<file path="config.mk">
export PLATFORM = sky130hd
export DESIGN_NAME = data_mem_arbiter
export DESIGN_NICKNAME = d
export VERILOG_FILES = /design/src/rtl/data_mem_arbiter_pkg.sv /design/src/rtl/data_mem_arbiter_rr_picker.sv /design/src/rtl/data_mem_arbiter.sv
export SDC_FILE = /design/constraint.sdc
export NUM_CORES = 1
export LEC_CHECK = 0
export CAP_MARGIN = 0
export CORE_MARGIN = 2
export CORE_UTILIZATION = 40
export CTS_CLUSTER_SIZE = 40
export DETAILED_ROUTE_END_ITERATION = 10
export GPL_TIMING_DRIVEN = 0
export PLACE_DENSITY_LB_ADDON = 0.12
export REMOVE_ABC_BUFFERS = 1
export SLEW_MARGIN = 30
export SYNTH_ARGS = -nofsm -noshare
export SYNTH_HDL_FRONTEND = slang
export SYNTH_SLANG_ARGS = --single-unit
</file>
<file path="constraint.sdc">
create_clock -name clk -period 2.34 [get_ports clk]
set_input_delay 0.468 -clock clk [delete_from_list [all_inputs] [get_ports clk]]
set_output_delay 0.468 -clock clk [all_outputs]
set_load 0.005 [all_outputs]
</file>
<file path="src/rtl/data_mem_arbiter_pkg.sv">
// Shared types and constants for the data-memory arbiter: FSM encoding,
// default bus widths and the supported read-latency window.
package dataMemPkg;

   typedef enum logic [1:0] {
      IDLE   = 2'd0,
      ACCESS = 2'd1,
      WAIT   = 2'd2,
      ACK    = 2'd3
   } state_t;

   localparam int DEF_ADDR_WIDTH = 10;
   localparam int DEF_DATA_WIDTH = 32;

   localparam int RL_MIN    = 1;
   localparam int RL_MAX    = 4;
   localparam int CNT_WIDTH = 3;

endpackage

</file>
<file path="src/rtl/data_mem_arbiter_rr_picker.sv">
// Two-way round-robin picker, purely combinational; on a tie the requester
// that did not win last time is chosen.
module rr_picker (
   input  logic req0,
   input  logic req1,
   input  logic lastGrant,
   output logic grantValid,
   output logic grantId
);

   always_comb begin
      grantValid = req0 | req1;
      grantId    = req1 & (~req0 | ~lastGrant);
   end

endmodule

</file>
<file path="src/rtl/data_mem_arbiter.sv">
// Round-robin sequencer for a single-port memory; write ack 2 cycles after grant
// request, read ack 2+READ_LATENCY; requesters wait on ack, inputs sampled only at grant.
module data_mem_arbiter
   import dataMemPkg::*;
#(
   parameter int ADDR_WIDTH   = DEF_ADDR_WIDTH,
   parameter int DATA_WIDTH   = DEF_DATA_WIDTH,
   parameter int READ_LATENCY = 1
) (
   input  logic                  clk,
   input  logic                  resetN,
   input  logic                  req0,
   input  logic                  we0,
   input  logic [ADDR_WIDTH-1:0] addr0,
   input  logic [DATA_WIDTH-1:0] wdata0,
   output logic                  ack0,
   output logic [DATA_WIDTH-1:0] rdata0,
   input  logic                  req1,
   input  logic                  we1,
   input  logic [ADDR_WIDTH-1:0] addr1,
   input  logic [DATA_WIDTH-1:0] wdata1,
   output logic                  ack1,
   output logic [DATA_WIDTH-1:0] rdata1,
   output logic                  memWE,
   output logic [ADDR_WIDTH-1:0] memAddr,
   output logic [DATA_WIDTH-1:0] memDataIn,
   input  logic [DATA_WIDTH-1:0] memDataOut,
   output logic                  busy,
   output logic                  lastGrant
);

   // Out-of-range latencies are pinned to the nearest supported value.
   localparam int RL = (READ_LATENCY < RL_MIN) ? RL_MIN :
                       (READ_LATENCY > RL_MAX) ? RL_MAX : READ_LATENCY;

   state_t                 state;
   logic [CNT_WIDTH-1:0]   cnt;
   logic                   cap_we;
   logic                   cap_id;
   logic                   grant_vld;
   logic                   grant_id;
   logic                   sel_we;
   logic [ADDR_WIDTH-1:0]  sel_addr;
   logic [DATA_WIDTH-1:0]  sel_wdata;

   rr_picker u_picker (
      .req0       (req0),
      .req1       (req1),
      .lastGrant  (lastGrant),
      .grantValid (grant_vld),
      .grantId    (grant_id)
   );

   always_comb begin
      sel_we    = grant_id ? we1    : we0;
      sel_addr  = grant_id ? addr1  : addr0;
      sel_wdata = grant_id ? wdata1 : wdata0;
   end

   always_ff @(posedge clk or negedge resetN) begin
      if (!resetN) begin
         state     <= IDLE;
         cnt       <= '0;
         cap_we    <= 1'b0;
         cap_id    <= 1'b0;
         ack0      <= 1'b0;
         ack1      <= 1'b0;
         rdata0    <= '0;
         rdata1    <= '0;
         memWE     <= 1'b0;
         memAddr   <= '0;
         memDataIn <= '0;
         busy      <= 1'b0;
         lastGrant <= 1'b1;
      end else begin
         ack0  <= 1'b0;
         ack1  <= 1'b0;
         memWE <= 1'b0;
         case (state)
            IDLE: begin
               if (grant_vld) begin
                  // memAddr/memDataIn double as the captured request fields.
                  cap_we    <= sel_we;
                  cap_id    <= grant_id;
                  lastGrant <= grant_id;
                  memWE     <= sel_we;
                  memAddr   <= sel_addr;
                  memDataIn <= sel_wdata;
                  busy      <= 1'b1;
                  state     <= ACCESS;
               end
            end
            ACCESS: begin
               if (cap_we) begin
                  ack0  <= ~cap_id;
                  ack1  <= cap_id;
                  state <= ACK;
               end else begin
                  cnt   <= CNT_WIDTH'(RL);
                  state <= WAIT;
               end
            end
            WAIT: begin
               cnt <= cnt - CNT_WIDTH'(1);
               if (cnt == CNT_WIDTH'(1)) begin
                  if (cap_id) rdata1 <= memDataOut;
                  else        rdata0 <= memDataOut;
                  ack0  <= ~cap_id;
                  ack1  <= cap_id;
                  state <= ACK;
               end
            end
            ACK: begin
               busy  <= 1'b0;
               state <= IDLE;
            end
            default: begin
               busy  <= 1'b0;
               state <= IDLE;
            end
         endcase
      end
   end

endmodule

</file>
==> impl_metrics.env, run 1 <==
export IMPL_outcome="finished, final reports clean"
export IMPL_fin_crit_sh=0.873
export IMPL_antenna_found_initial=0
export IMPL_grt_pass1_wl_mm=19.2
export IMPL_setup_violations=0
export IMPL_hpwl_mm=9.23
export IMPL_clk_pin_slew_ns=0.05
export IMPL_fill_cells=1021
export IMPL_power_mw=10.7
export IMPL_antenna_cells=0
export IMPL_grt_use_total=0.189
export IMPL_synth_top_family_by_area="multiplexers"
export IMPL_yosysSeqAreaShare=0.582
export IMPL_core_um2=12500
export IMPL_startpoint_type="flop"
export IMPL_die_area_um2=13600
export IMPL_slew_viol_final=0
export IMPL_post_route_min_period_ns=2.04
export IMPL_crit_start="state[0]$_DFFE_PN0P_"
export IMPL_vdd_drop_max_mv=0.492
export IMPL_avgRoutedWirePerCell_um=15.9
export IMPL_drive_gt1_frac=0.160
export IMPL_r2r_start="state[0]$_DFFE_PN0P_"
export IMPL_cts_buffer_depth=2
export IMPL_drtPass1Iterations=4
export IMPL_syn_inst=384
export IMPL_leakagePower_nw=3.65
export IMPL_area_growth_pct=60.7
export IMPL_powerDensity_nw_per_um2=1320
export IMPL_min_path_cells=2
export IMPL_hp_start="memAddr[5]$_DFFE_PN0P_"
export IMPL_ant_nets=0
export IMPL_grt_pass1_vias=3802
export IMPL_drcViolationCount=0
export IMPL_chipHeight_um=117
export IMPL_worst_clock_skew_ns=0.00694
export IMPL_cts_tree="done"
export IMPL_fmax_ghz=0.489
export IMPL_nets=748
export IMPL_clkSinkCount=118
export IMPL_reg2reg_depth=6
export IMPL_routed_wl_mm=12.8
export IMPL_slowest_stage="dfrtp_1"
export IMPL_grt_overflow=0
export IMPL_synth_fa_ha_area_frac=0.0173
export IMPL_timing_worst_setup_path_type="flop to flop"
export IMPL_drv_cap=0
export IMPL_root_buffer="clkbuf_16"
export IMPL_drt_initial_drc_count=136
export IMPL_synth_compound_area_share=0.0636
export IMPL_rsz0062_at_grt="no"
export IMPL_vias_per_cell=4.69
export IMPL_yosys_area_share_xor_xnor=0
export IMPL_hold_end="memAddr[5]$_DFFE_PN0P_"
export IMPL_arrival_ns=2.33
export IMPL_slowest_delay_ns=0.38
export IMPL_cts_buffers=17
export IMPL_relSlewSlack=0.453
export IMPL_tightest_slew_ns=0.821
export IMPL_synthSimpleGateAreaFrac=0.0513
export IMPL_synth_mux_area_frac=0.251
export IMPL_initial_utilization=0.405
export IMPL_die_width_um=117
export IMPL_io_buffers=232
export IMPL_critPathRequiredTime_ns=2.62
export IMPL_grt_start_max_net_pins=77
export IMPL_setup_tns_ns=0
export IMPL_worstReg2RegEnd="rdata1[0]$_DFFE_PN0P_"
export IMPL_rows=41
export IMPL_htree_levels=4
export IMPL_r2r_setup_slack_ns=0.30
export IMPL_cts_setup_buffers=0
export IMPL_hold_viol_final=0
export IMPL_syn_area_um2=5070
export IMPL_ys_warn_count=0
export IMPL_worst_setup_path_end_kind="flop"
export IMPL_gp_congestion=0.710
export IMPL_vias=3768
export IMPL_min_path_type="flop to flop"
export IMPL_synthDistinctLibCells=30
export IMPL_synth_area_per_cell_um2=13.2
export IMPL_worst_path_max_fanout=23
export IMPL_crit_chain="inv_1 > ha_1 > and3b_1 > nand2_2 > buf_12 > mux2_2"
export IMPL_io_pins=233
export IMPL_synth_seq_cells=118
export IMPL_clock_latency_ns=0.40
## cells in the mapped netlist
cell / n / area share
a211oi_1: 1 / 0.0015
a21bo_2: 2 / 0.0039
a21oi_1: 2 / 0.0020
a221oi_1: 1 / 0.0017
a22oi_1: 1 / 0.0015
a2bb2oi_1: 1 / 0.0017
a31oi_1: 1 / 0.0012
and2_1: 1 / 0.0012
and2b_1: 1 / 0.0015
and3b_1: 1 / 0.0017
buf_2: 3 / 0.0030
buf_4: 8 / 0.012
buf_6: 4 / 0.0089
clkbuf_1: 7 / 0.0052
dfrtp_1: 117 / 0.58
dfstp_2: 1 / 0.0052
ha_1: 7 / 0.017
inv_1: 7 / 0.0052
mux2_2: 35 / 0.078
mux2_4: 30 / 0.089
mux2i_1: 43 / 0.085
nand2_1: 49 / 0.036
nand2b_1: 2 / 0.0025
nand3_1: 1 / 0.00099
nand3b_1: 1 / 0.0015
nor2_1: 6 / 0.0044
o21ai_0: 48 / 0.047
o21ai_1: 1 / 0.00099
o311ai_0: 1 / 0.0017
or3_1: 1 / 0.0012
## worst max path at each step
| stage | cells after the start | to |
|---|---|---|
| after global routing | 6 | rdata1[17]$_DFFE_PN0P_ |
| after floorplan | 2 | cap_we$_DFFE_PN0P_ |
| final | 6 | rdata1[0]$_DFFE_PN0P_ |
| after global placement | 1 | memDataIn[23]$_DFFE_PN0P_ |
| after CTS | 5 | rdata0[31]$_DFFE_PN0P_ |
| after detailed placement | 4 | memDataIn[14]$_DFFE_PN0P_ |
## flip-flops by register name (all words and copies together), names as in the netlist, 2 cells and up
register   flops
state          2
rdata1        32
cnt            3
rdata0        32
memDataIn     32
memAddr       10
## cell families after synthesis
kind of cell,count (synthesis)
AOI/OAI and AO/OA,59
adders and majority gates,7
buffers and inverters,29
DFF,118
muxes,108
and+or+nand+nor,63
## critical path: cells and delay by family (launching register included)
family / cells / cell delay [ns]
adders and majority gates: 1 / 0.30
buffers and inverters: 2 / 0.32
DFF: 1 / 0.38
muxes: 1 / 0.35
and+or+nand+nor: 2 / 0.55
## placed cells by master, fill, tap and decap left out, drive strengths merged
| cell | count |
|---|---|
| a21oi | 2 |
| nand2 | 49 |
| ha | 7 |
| and3b | 1 |
| or3 | 1 |
| clkinv | 3 |
| o311ai | 1 |
| and2 | 2 |
| nand3 | 1 |
| buf | 5 |
| mux2i | 43 |
| a21bo | 2 |
| nand2b | 2 |
| dfrtp | 117 |
| a2bb2oi | 1 |
| nand3b | 1 |
| a31oi | 1 |
| a221oi | 1 |
| mux2 | 65 |
| a22oi | 1 |
| dlygate4sd3 | 1 |
| o21ai | 49 |
| bufinv | 1 |
| dfstp | 1 |
| nor2 | 6 |
| clkdlybuf4s50 | 231 |
| a211oi | 1 |
| clkbuf | 27 |
| and2b | 1 |
| inv | 7 |
## metal layers
layer | GRT usage | up-vias | routed length (um)
met5 | 0 | - | 0
met4 | 0.0729 | 0 | 204
met3 | 0.0955 | 20 | 1440
met2 | 0.319 | 168 | 6130
met1 | 0.204 | 1775 | 5000
li1 | - | 1805 | -
## where the power goes
group	total (mW)	leakage, nW	switching, mW	internal [mW]
clock	2.36	0.265	0.831	1.53
sequential	3.63	1.42	0.551	3.08
combinational	4.74	1.96	1.67	3.07
## metrics by stage
stage / utilization / setup WS [ns] / std cells / hold WS, ns / cell area, um2
CTS: 0.650 / 0.0809 / 802 / 0.481 / 8140
global route: 0.651 / 0.134 / 803 / 0.492 / 8150
finish: 0.651 / 0.296 / 803 / 0.473 / 8150
floorplan: - / -1.16 / 362 / 0.172 / 4930
global placement: 0.596 / -3.73 / 766 / 0.461 / 7460
detailed placement: 0.607 / -0.0859 / 770 / 0.379 / 7590
## area by class of cell
| cell class | count | area, um2 | area share |
|---|---|---|---|
| inverters | 7 | 26.3 | 0.00322 |
| clock buffers | 27 | 493 | 0.0605 |
| flip-flops and latches | 118 | 2950 | 0.362 |
| clock inverters | 4 | 45.0 | 0.00553 |
| multi-input cells | 238 | 1980 | 0.243 |
| well taps | 172 | 215 | 0.0264 |
| repair buffers | 237 | 2440 | 0.299 |
## timing repair
item / 4_1_cts / 5_1_grt
resized for setup: 0 / 1
hold buffers: 1 / 0
endpoints found under the hold margin: 41 / 0
endpoints found under the setup margin: 0 / 2
Note: power is estimated with default switching activity, not from simulation.
==> inputs of run 2 (changes only) <==
SLEW_MARGIN = 5   (was 30)
==> impl_metrics.env, run 2 (same netlist as run 1, synthesis figures left out) <==
export IMPL_fmax_ghz=0.472
export IMPL_worst_setup_path_end_kind="flop"
export IMPL_fin_crit_sh=0.904
export IMPL_final_util=0.659
export IMPL_critPathRequiredTime_ns=2.63
export IMPL_antenna_found_initial=0
export IMPL_grt_overflow=0
export IMPL_tightest_slew_ns=0.835
export IMPL_place_area_um2=7570
export IMPL_leakagePower_nw=3.70
export IMPL_post_route_min_period_ns=2.12
export IMPL_rows=41
export IMPL_grt_use_total=0.192
export IMPL_worst_path_stages=6
export IMPL_htree_levels=4
export IMPL_crit_chain="inv_1 > ha_2 > and3b_1 > and2_4 > buf_12 > mux2_2"
export IMPL_rsz0062_at_grt="no"
export IMPL_die_area_um2=13600
export IMPL_final_cells=803
export IMPL_grt_start_max_net_pins=77
export IMPL_slowest_delay_ns=0.40
export IMPL_vias_per_cell=4.66
export IMPL_ant_nets=0
export IMPL_drive_gt1_frac=0.170
export IMPL_setup_violations=0
export IMPL_mostFrequentLayoutCell="clkdlybuf4s50_1"
export IMPL_avgRoutedWirePerCell_um=15.8
export IMPL_hold_viol_final=0
export IMPL_post_place_ws_ns=-0.504
export IMPL_crit_family="simple AND/OR/NAND/NOR gates"
export IMPL_nets=747
export IMPL_gp_congestion=0.710
export IMPL_min_path_cells=2
export IMPL_routed_wl_mm=12.7
export IMPL_drcViolationCount=0
export IMPL_setup_tns_ns=0
export IMPL_clkSinkCount=118
export IMPL_chipHeight_um=117
export IMPL_initial_utilization=0.405
export IMPL_vias=3741
export IMPL_final_cell_area_um2=8240
export IMPL_slew_viol_final=0
export IMPL_powerDensity_nw_per_um2=1350
export IMPL_cts_tree="done"
export IMPL_root_buffer="clkbuf_16"
export IMPL_vdd_drop_max_mv=0.528
export IMPL_timing_hold_ws_ns=0.474
export IMPL_cts_buffer_depth=2
export IMPL_core_um2=12500
export IMPL_timing_worst_setup_path_type="flop to flop"
export IMPL_min_path_type="flop to flop"
export IMPL_grt_pass1_wl_mm=19.5
export IMPL_cts_buffers=17
export IMPL_io_pins=233
export IMPL_reg2reg_depth=6
export IMPL_dp_cells=770
export IMPL_arrival_ns=2.41
export IMPL_r2r_setup_slack_ns=0.22
export IMPL_antenna_cells=0
export IMPL_grt_pass1_vias=3821
export IMPL_area_growth_pct=62.5
export IMPL_outcome="finished, final reports clean"
export IMPL_most_common_layout_cells="clkdlybuf4s50_1 (231), dfrtp_1 (117), o21ai_0 (48), nand2_1 (48), mux2i_1 (43)"
export IMPL_slowest_stage="dfrtp_1"
export IMPL_relSlewSlack=0.443
export IMPL_clk_pin_slew_ns=0.05
export IMPL_path_buf_inv=2
export IMPL_power_mw=11.2
export IMPL_startpoint_type="flop"
export IMPL_clock_latency_ns=0.41
export IMPL_layout_setup_ws_ns=0.224
export IMPL_reg_top3="memDataIn (32), rdata0 (32), rdata1 (32)"
export IMPL_die_width_um=117
export IMPL_io_buffers=232
export IMPL_drtPass1Iterations=4
export IMPL_drt_initial_drc_count=211
export IMPL_worst_clock_skew_ns=0.00766
export IMPL_drv_cap=0
export IMPL_hpwl_mm=9.18
export IMPL_worst_path_max_fanout=23
-- run 2: metal layers --
layer  track usage  wire, um  share of wire
met1         0.215      5020           0.40
met3        0.0893      1360           0.11
met5             0         0              0
met2         0.317      6050           0.48
met4        0.0800       249          0.020
-- run 2: worst register-to-register path: stages (launching register included) --
cell     delay [ns]
dfrtp_1        0.40
inv_1          0.14
ha_2           0.27
and3b_1        0.26
and2_4         0.30
buf_12         0.25
mux2_2         0.37
-- run 2: worst paths after layout --
path,start,to
max,state[0]$_DFFE_PN0P_,rdata0[28]$_DFFE_PN0P_
min,memAddr[7]$_DFFE_PN0P_,memAddr[7]$_DFFE_PN0P_
max reg2reg,state[0]$_DFFE_PN0P_,rdata0[28]$_DFFE_PN0P_
min reg2reg,memAddr[7]$_DFFE_PN0P_,memAddr[7]$_DFFE_PN0P_
max in group asynchronous,resetN,memDataIn[16]$_DFFE_PN0P_
min in group asynchronous,resetN,rdata1[8]$_DFFE_PN0P_
-- run 2: power breakdown --
group          switching, mW  leakage (nW)  internal (mW)
combinational           1.67          1.96           3.07
sequential             0.555          1.42           3.08
clock                  0.877         0.316           1.92
-- run 2: timing repair --
action                                  CTS  global route
endpoints found under the setup margin   11            55
buffers inserted                          0             0
hold buffers                              1             0
endpoints found under the hold margin    41             0
resized for setup                         1             3
-- run 2: cell type report --
class / count / area [um2]
repair buffers: 237 / 2430
multi-input cells: 237 / 1980
clock buffers: 24 / 502
well taps: 172 / 215
fillers: 1024 / 4270
flip-flops and latches: 118 / 2950
inverters: 7 / 26.3
clock inverters: 8 / 143
